===== src/rtl/imem_pkg.sv =====
// Shared types and constants for the instruction-memory load controller.
package imem_pkg;

  localparam int unsigned IMEM_DEPTH = 256;
  localparam int unsigned WORD_BYTES = 4;
  localparam logic [31:0] NOP_INSTR  = 32'h0000_0013;

  typedef enum logic [1:0] {
    LOAD  = 2'd0,
    RUN   = 2'd1,
    DRAIN = 2'd2
  } ctrl_state_t;

endpackage


===== src/rtl/imem_load_controller.sv =====
// Arbitrates the single-port instruction memory between the boot/debug loader
// and the fetch stage, holding the core in reset while an image is streamed in.
module imem_load_controller
  import imem_pkg::*;
#(
  parameter int unsigned DEPTH     = IMEM_DEPTH,
  parameter logic [31:0] LOAD_BASE = 32'h0000_0000,
  parameter int unsigned AW        = $clog2(DEPTH)
) (
  input  logic          clk,
  input  logic          reset_n,
  input  logic          fetch_req,
  input  logic [31:0]   fetch_addr,
  output logic [31:0]   fetch_data,
  output logic          fetch_valid,
  input  logic          ld_valid,
  input  logic [31:0]   ld_data,
  input  logic          ld_last,
  output logic          ld_ready,
  input  logic          reload_req,
  output logic          core_hold,
  output logic          load_done,
  output logic          load_error,
  output logic [AW:0]   words_loaded,
  output logic [31:0]   mem_byte_address,
  output logic          mem_write_enable,
  output logic [31:0]   mem_write_data,
  input  logic [31:0]   mem_read_data
);

  localparam int unsigned CW = AW + 1;

  ctrl_state_t   state_q, state_d;
  logic [AW-1:0] ptr_q, ptr_d;
  logic [CW-1:0] cnt_q, cnt_d;
  logic          err_d;
  logic          accept;

  assign accept = ld_valid & ld_ready;

  // Next-state, pointer and counter update.
  always_comb begin
    state_d = state_q;
    ptr_d   = ptr_q;
    cnt_d   = cnt_q;
    err_d   = load_error;
    case (state_q)
      LOAD: begin
        if (accept) begin
          ptr_d = ptr_q + AW'(1);
          cnt_d = cnt_q + CW'(1);
          if (ld_last) begin
            state_d = RUN;
          end else if (ptr_q == AW'(DEPTH - 1)) begin
            state_d = RUN;
            err_d   = 1'b1;
          end
        end
      end
      RUN: begin
        if (reload_req) state_d = DRAIN;
      end
      DRAIN: begin
        state_d = LOAD;
        ptr_d   = '0;
        cnt_d   = '0;
      end
      default: begin
        state_d = LOAD;
        ptr_d   = '0;
        cnt_d   = '0;
      end
    endcase
  end

  // Status outputs are registered from the next state so they track the FSM.
  always_ff @(posedge clk or negedge reset_n) begin
    if (!reset_n) begin
      state_q    <= LOAD;
      ptr_q      <= '0;
      cnt_q      <= '0;
      load_error <= 1'b0;
      core_hold  <= 1'b1;
      ld_ready   <= 1'b0;
      load_done  <= 1'b0;
    end else begin
      state_q    <= state_d;
      ptr_q      <= ptr_d;
      cnt_q      <= cnt_d;
      load_error <= err_d;
      core_hold  <= (state_d != RUN);
      ld_ready   <= (state_d == LOAD);
      load_done  <= (state_d == RUN);
    end
  end

  assign words_loaded = cnt_q;

  // Memory port mux: loader owns the port outside RUN, fetch owns it in RUN.
  always_comb begin
    mem_byte_address = LOAD_BASE + (32'(ptr_q) * 32'(WORD_BYTES));
    mem_write_enable = accept;
    mem_write_data   = ld_data;
    fetch_valid      = 1'b0;
    fetch_data       = NOP_INSTR;
    if (state_q == RUN) begin
      mem_byte_address = fetch_addr;
      mem_write_enable = 1'b0;
      fetch_valid      = fetch_req;
      fetch_data       = mem_read_data;
    end
  end

endmodule


===== config.mk =====
export PLATFORM = sky130hd
export DESIGN_NAME = imem_load_controller
export DESIGN_NICKNAME = d
export VERILOG_FILES = /design/src/rtl/imem_pkg.sv /design/src/rtl/imem_load_controller.sv
export SDC_FILE = /design/constraint.sdc
export NUM_CORES = 1
export LEC_CHECK = 0
export CAP_MARGIN = 20
export CORE_AREA = 2 2 82 84
export DETAILED_ROUTE_END_ITERATION = 6
export DIE_AREA = 0 0 84 86
export GPL_TIMING_DRIVEN = 0
export PLACE_DENSITY = 0.86
export SLEW_MARGIN = 20
export SYNTH_ARGS = -nofsm -noshare
export SYNTH_HDL_FRONTEND = slang
export SYNTH_SLANG_ARGS = --single-unit

===== constraint.sdc =====
create_clock -name clk -period 2.6 [get_ports clk]
set_input_delay 0.39 -clock clk [delete_from_list [all_inputs] [get_ports clk]]
set_output_delay 0.39 -clock clk [all_outputs]
set_load 0.01 [all_outputs]

# After elaboration in Yosys (flattened, before gate mapping)
# Index checks and enable logic that the tools add are counted.
[word_totals] romBits=0 ram_bits=0 n_memories=0 out_inout_bits=111 in_bits=102 wordCells=34 regBits=23 latchBits=0
[op_classes] order_cmp=0 shifts=0 n_bitwise=3 div_mod_pow=0 mux=13 eq_ne=5 addsub=2 multipliers=0 reduce_logical=4
[ops] operator="$mux W32" count=2
[ops] operator="$pmux W9 S2" count=1
[ops] operator="$pmux W8 S2" count=1
[ops] operator="$add A9 B1 Y9 const B" count=1
[ops] operator="$mux W9" count=1
[ops] operator="$add A8 B1 Y8 const B" count=1
[ops] operator="$eq A8 B8 Y1 const B" count=1
[ops] operator="$mux W2" count=4
[ops] operator="$mux W8" count=1
[ops] operator="$eq A2 B1 Y1 const B" count=2
[ops] operator="$logic_not A2 Y1" count=2
[ops] operator="$pmux W2 S2" count=1
[ops] operator="$reduce_and A4 Y1" count=1
[ops] operator="$mux W1" count=2
[ops] operator="$ne A2 B1 Y1 const B" count=1
[ops] operator="$ne A2 B2 Y1 const B" count=1
[ops] operator="$not A1 Y1" count=2
[ops] operator="$reduce_and A2 Y1" count=1
[ops] operator="$and A1 B1 Y1" count=1

# Depth between registers and ports, before layout
[logic_depth] word_depth=6 ltp_mapped=5

# Least setup slack after synthesis
# OpenSTA, ideal clock, no wires.
[synth_timing] path_kind="reg-to-output" startpoint="register state_q[0]" endpoint="output mem_byte_address[3]" t_required_ns=2.210 path_slack_ns=0.973 n_path_buf=2 t_arrival_ns=1.237 path_stages_with_launch=5 path_cell_list="dfrtp_1 -> nor2b_4 -> buf_6 -> buf_2 -> mux2_2"
[synth_via] elab_chain_cells=2
[synth_rtl] item="start: declaration" line_no="imem_load_controller.sv:33" source="ctrl_state_t state_q, state_d;"
[synth_rtl] item="start signal: assignment" line_no="imem_load_controller.sv:87" source="state_q <= state_d;"
[synth_rtl] item="$eq A2 B1 Y1" line_no="imem_load_controller.sv:106" source="if (state_q == RUN) begin"
[synth_rtl] item="$mux W32" line_no="imem_load_controller.sv:106"
[synth_rtl] item="end: declaration" line_no="imem_load_controller.sv:25" source="output logic [31:0] mem_byte_address,"
# Every way passes these cells.

# Worst setup path in the final report
[layout_timing] startpoint="register state_q[1]" endpoint="output mem_byte_address[3]"
# Same word-level chain as after synthesis.

==> results.ini <==
[timing]
clock_skew_ps=1.39
fin_ws_ps=113
rsz0062_at_grt=no
drv_slew=0
min_period_ps=2490
relSlewSlack_pct=66.4
fmax_ghz=0.402
finalSetupViolCount=0
fin_crit_sh_pct=95.7
hold_violations=0
worst_pin_slew_ps=504
fin_hold_ws_ps=78.5
fin_tns_setup_ps=0

[global_route]
grtUsageTotal_pct=18.9
grt_first_pass_wirelength_um=11100
grt_pass1_vias=2244
grt_overflow_total=0
antenna_found_initial=0
grt_max_degree=24

[clocking]
clkSlewWorstSetupHoldPaths_ps=80
cts_tree=yes
cts_buffers=3
cts.path.max_buffers=2
cts_setup_buffers=0
cts_resized=0
cts_sinks=23
clock-root-buffer=clkbuf_8
cts_hold_buf=0
insertion_delay_ps=270
h-tree-depth=1

[outcome]
status=finished, final reports clean

[synth]
syn_avg_cell_area_um2=8.58
syn_nets=320
async_flop_share_pct=100
yosys.area_share.simple_pct=33.3
synth_cells=216
synth_area_um2=1850
synth.area.top_cells=dfrtp_1 30%, and2_1 19%, buf_4 13%
synthMuxAreaShare_pct=6.55
synth_compound_area_share_pct=9.51
synth_ff_type=dfrtp_1
synth_top_cell_by_area=dfrtp_1
yosysSeqAreaShare_pct=31.1
synth_seq_cells=23
synthDistinctLibCells=31
synth_warnings=0
synth-edff-count=0
synth_top_area_share_pct=29.7
synth_top_family_by_area=simple AND/OR/NAND/NOR gates
synth_xor_area_share_pct=1.42
synthAdderAreaFrac_pct=1.35

[placed_design]
dp_hpwl_um=6170
pre_cts_slack_ps=314
portBuffers=180
placed_cell_area_um2=3750
place_inst=473
gp_congestion=0.784

[floorplan]
start_util_pct=29.5
die_height_um=86
rows=29
die_width_um=84
die_area_um2=7220
ios=213
placeableCoreArea_um2=6280

[critical_path]
cp-endpoint=mem_byte_address[3]
required_ps=2210
slowest_delay_ps=490
r2r_cells=4
rrSetupSlack_ps=930
critPathArrivalTime_ps=2100
r2r-end=words_loaded[8]$_DFFE_PN0P_
crit_type=flip-flop to output pin
cp-end-kind=output pin
path_cells=nor2b_4 > buf_6 > clkbuf_4 > mux2_2 > clkdlybuf4s50_1
slowest_stage=clkdlybuf4s50_1
cp_num_cells=5
startpoint=state_q[1]$_DFF_PN0_
critical_path_buf_inv_count=3
critPathMaxFanout=10
cp-start-kind=flip-flop
timing.rr.start=words_loaded[0]$_DFFE_PN0P_
cp_top_family=buffers and inverters

[layout]
fin_nets=505
n_fill_cell=525
area_delta_synth_final_pct=105
final_util_pct=60.5
final_cells=477
finalInstanceArea_um2=3800
drive_gt1_share_pct=13.0
diodes=0

[power_and_ir_drop]
leakage_nw=1.56
ir_drop_mv=0.259
cellPowerDensity_nw_per_um2=444
finalPower_mw=1.68

[routing]
via_per_inst=4.58
wl_per_cell_um=15.5
postRouteAntennaNets=0
first_iter_violations=96
vias=2186
routed_wl_um=7370
drc=0
drt_pre_antenna_iters=4

[run]
max-cap-violations=0

[min_path]
min_path_type=input pin to async pin

[synthesized netlist by cell type (all sizes together) (3+ instances only)]
library cell,n
nand2,6
dfrtp,22
nor4,3
mux2,9
clkbuf,8
and2,55
or4,8
nor2,11
inv,5
nand3,5
nand2b,4
xor2,3
o31ai,10
a21oi,12
o21ai,3
buf,35
[routing by layer]
| metal | part of all wire, % | GRT usage, % |
|---|---|---|
| met2 | 51 | 33.1 |
| met4 | 1.2 | 5.87 |
| met5 | 0 | 0 |
| met1 | 38 | 22.6 |
| met3 | 9.7 | 5.29 |
[final cells by class]
type | instances | area (µm²) | share of cell area [%]
repair buffers | 180 | 1800 | 47.3
multi-input cells | 145 | 967 | 25.5
flip-flops and latches | 23 | 578 | 15.2
plain buffers | 43 | 295 | 7.77
well taps | 77 | 96.3 | 2.54
clock buffers | 3 | 41.3 | 1.09
inverters | 5 | 18.8 | 0.494
clock inverters | 1 | 5.00 | 0.132
[worst min path at each step]
stage,endpoint,cells past startpoint
floorplan,ld_ready$_DFF_PN0_,0
global placement,load_error$_DFFE_PN0P_,1
detailed placement,load_error$_DFFE_PN0P_,1
CTS,load_error$_DFFE_PN0P_,1
global route,words_loaded[8]$_DFFE_PN0P_,1
finish,words_loaded[8]$_DFFE_PN0P_,1
[kinds of logic (layout without fill, tap and decap cells)]
kind of cell	count (synthesis)	after routing
XOR/XNOR	3	3
AO/OA/AOI/OAI	28	28
buffers and inverters	48	232
AND/OR/NAND/NOR	101	101
flip-flops	23	23
adder cells (fa/ha/maj)	2	2
multiplexers	11	11
[flip-flops by register name, indices dropped and copies added (netlist names)]
name / flops
core_hold: 1
ld_ready: 1
load_done: 1
load_error: 1
ptr_q: 8
state_q: 2
words_loaded: 9
[power breakdown]
part           total (mW)  internal, mW  switching (mW)
clock network       0.225         0.107           0.118
logic               0.931         0.557           0.374
registers           0.529         0.428           0.101
total                1.68          1.09           0.593
[worst reg2reg max path: stages (launching register included)]
cell      delay (ps)
dfrtp_1          450
ha_1             210
nand4b_1         230
nor4_1           300
mux2_1           360
[placed cells by master, fill, tap and decap left out, drive strengths merged]
| cell type | Yosys | final |
|---|---|---|
| clkinv | 0 | 1 |
| nor2b | 2 | 2 |
| nand3b | 1 | 1 |
| nor2 | 11 | 11 |
| ha | 2 | 2 |
| o31a | 2 | 2 |
| dfstp | 1 | 1 |
| or4 | 8 | 8 |
| nand4b | 1 | 1 |
| mux2i | 2 | 2 |
| buf | 35 | 35 |
| nand2 | 6 | 6 |
| inv | 5 | 5 |
| and2 | 55 | 55 |
| a31o | 1 | 1 |
| nand2b | 4 | 4 |
| nand3 | 5 | 5 |
| nand4 | 2 | 2 |
| mux2 | 9 | 9 |
| a21oi | 12 | 12 |
| and2b | 1 | 1 |
| clkdlybuf4s50 | 0 | 179 |
| o21ai | 3 | 3 |
| xor2 | 3 | 3 |
| clkbuf | 8 | 12 |
| nor4 | 3 | 3 |
| o31ai | 10 | 10 |
| or3 | 2 | 2 |
| dfrtp | 22 | 22 |
Power figures use the tool's default switching activity.
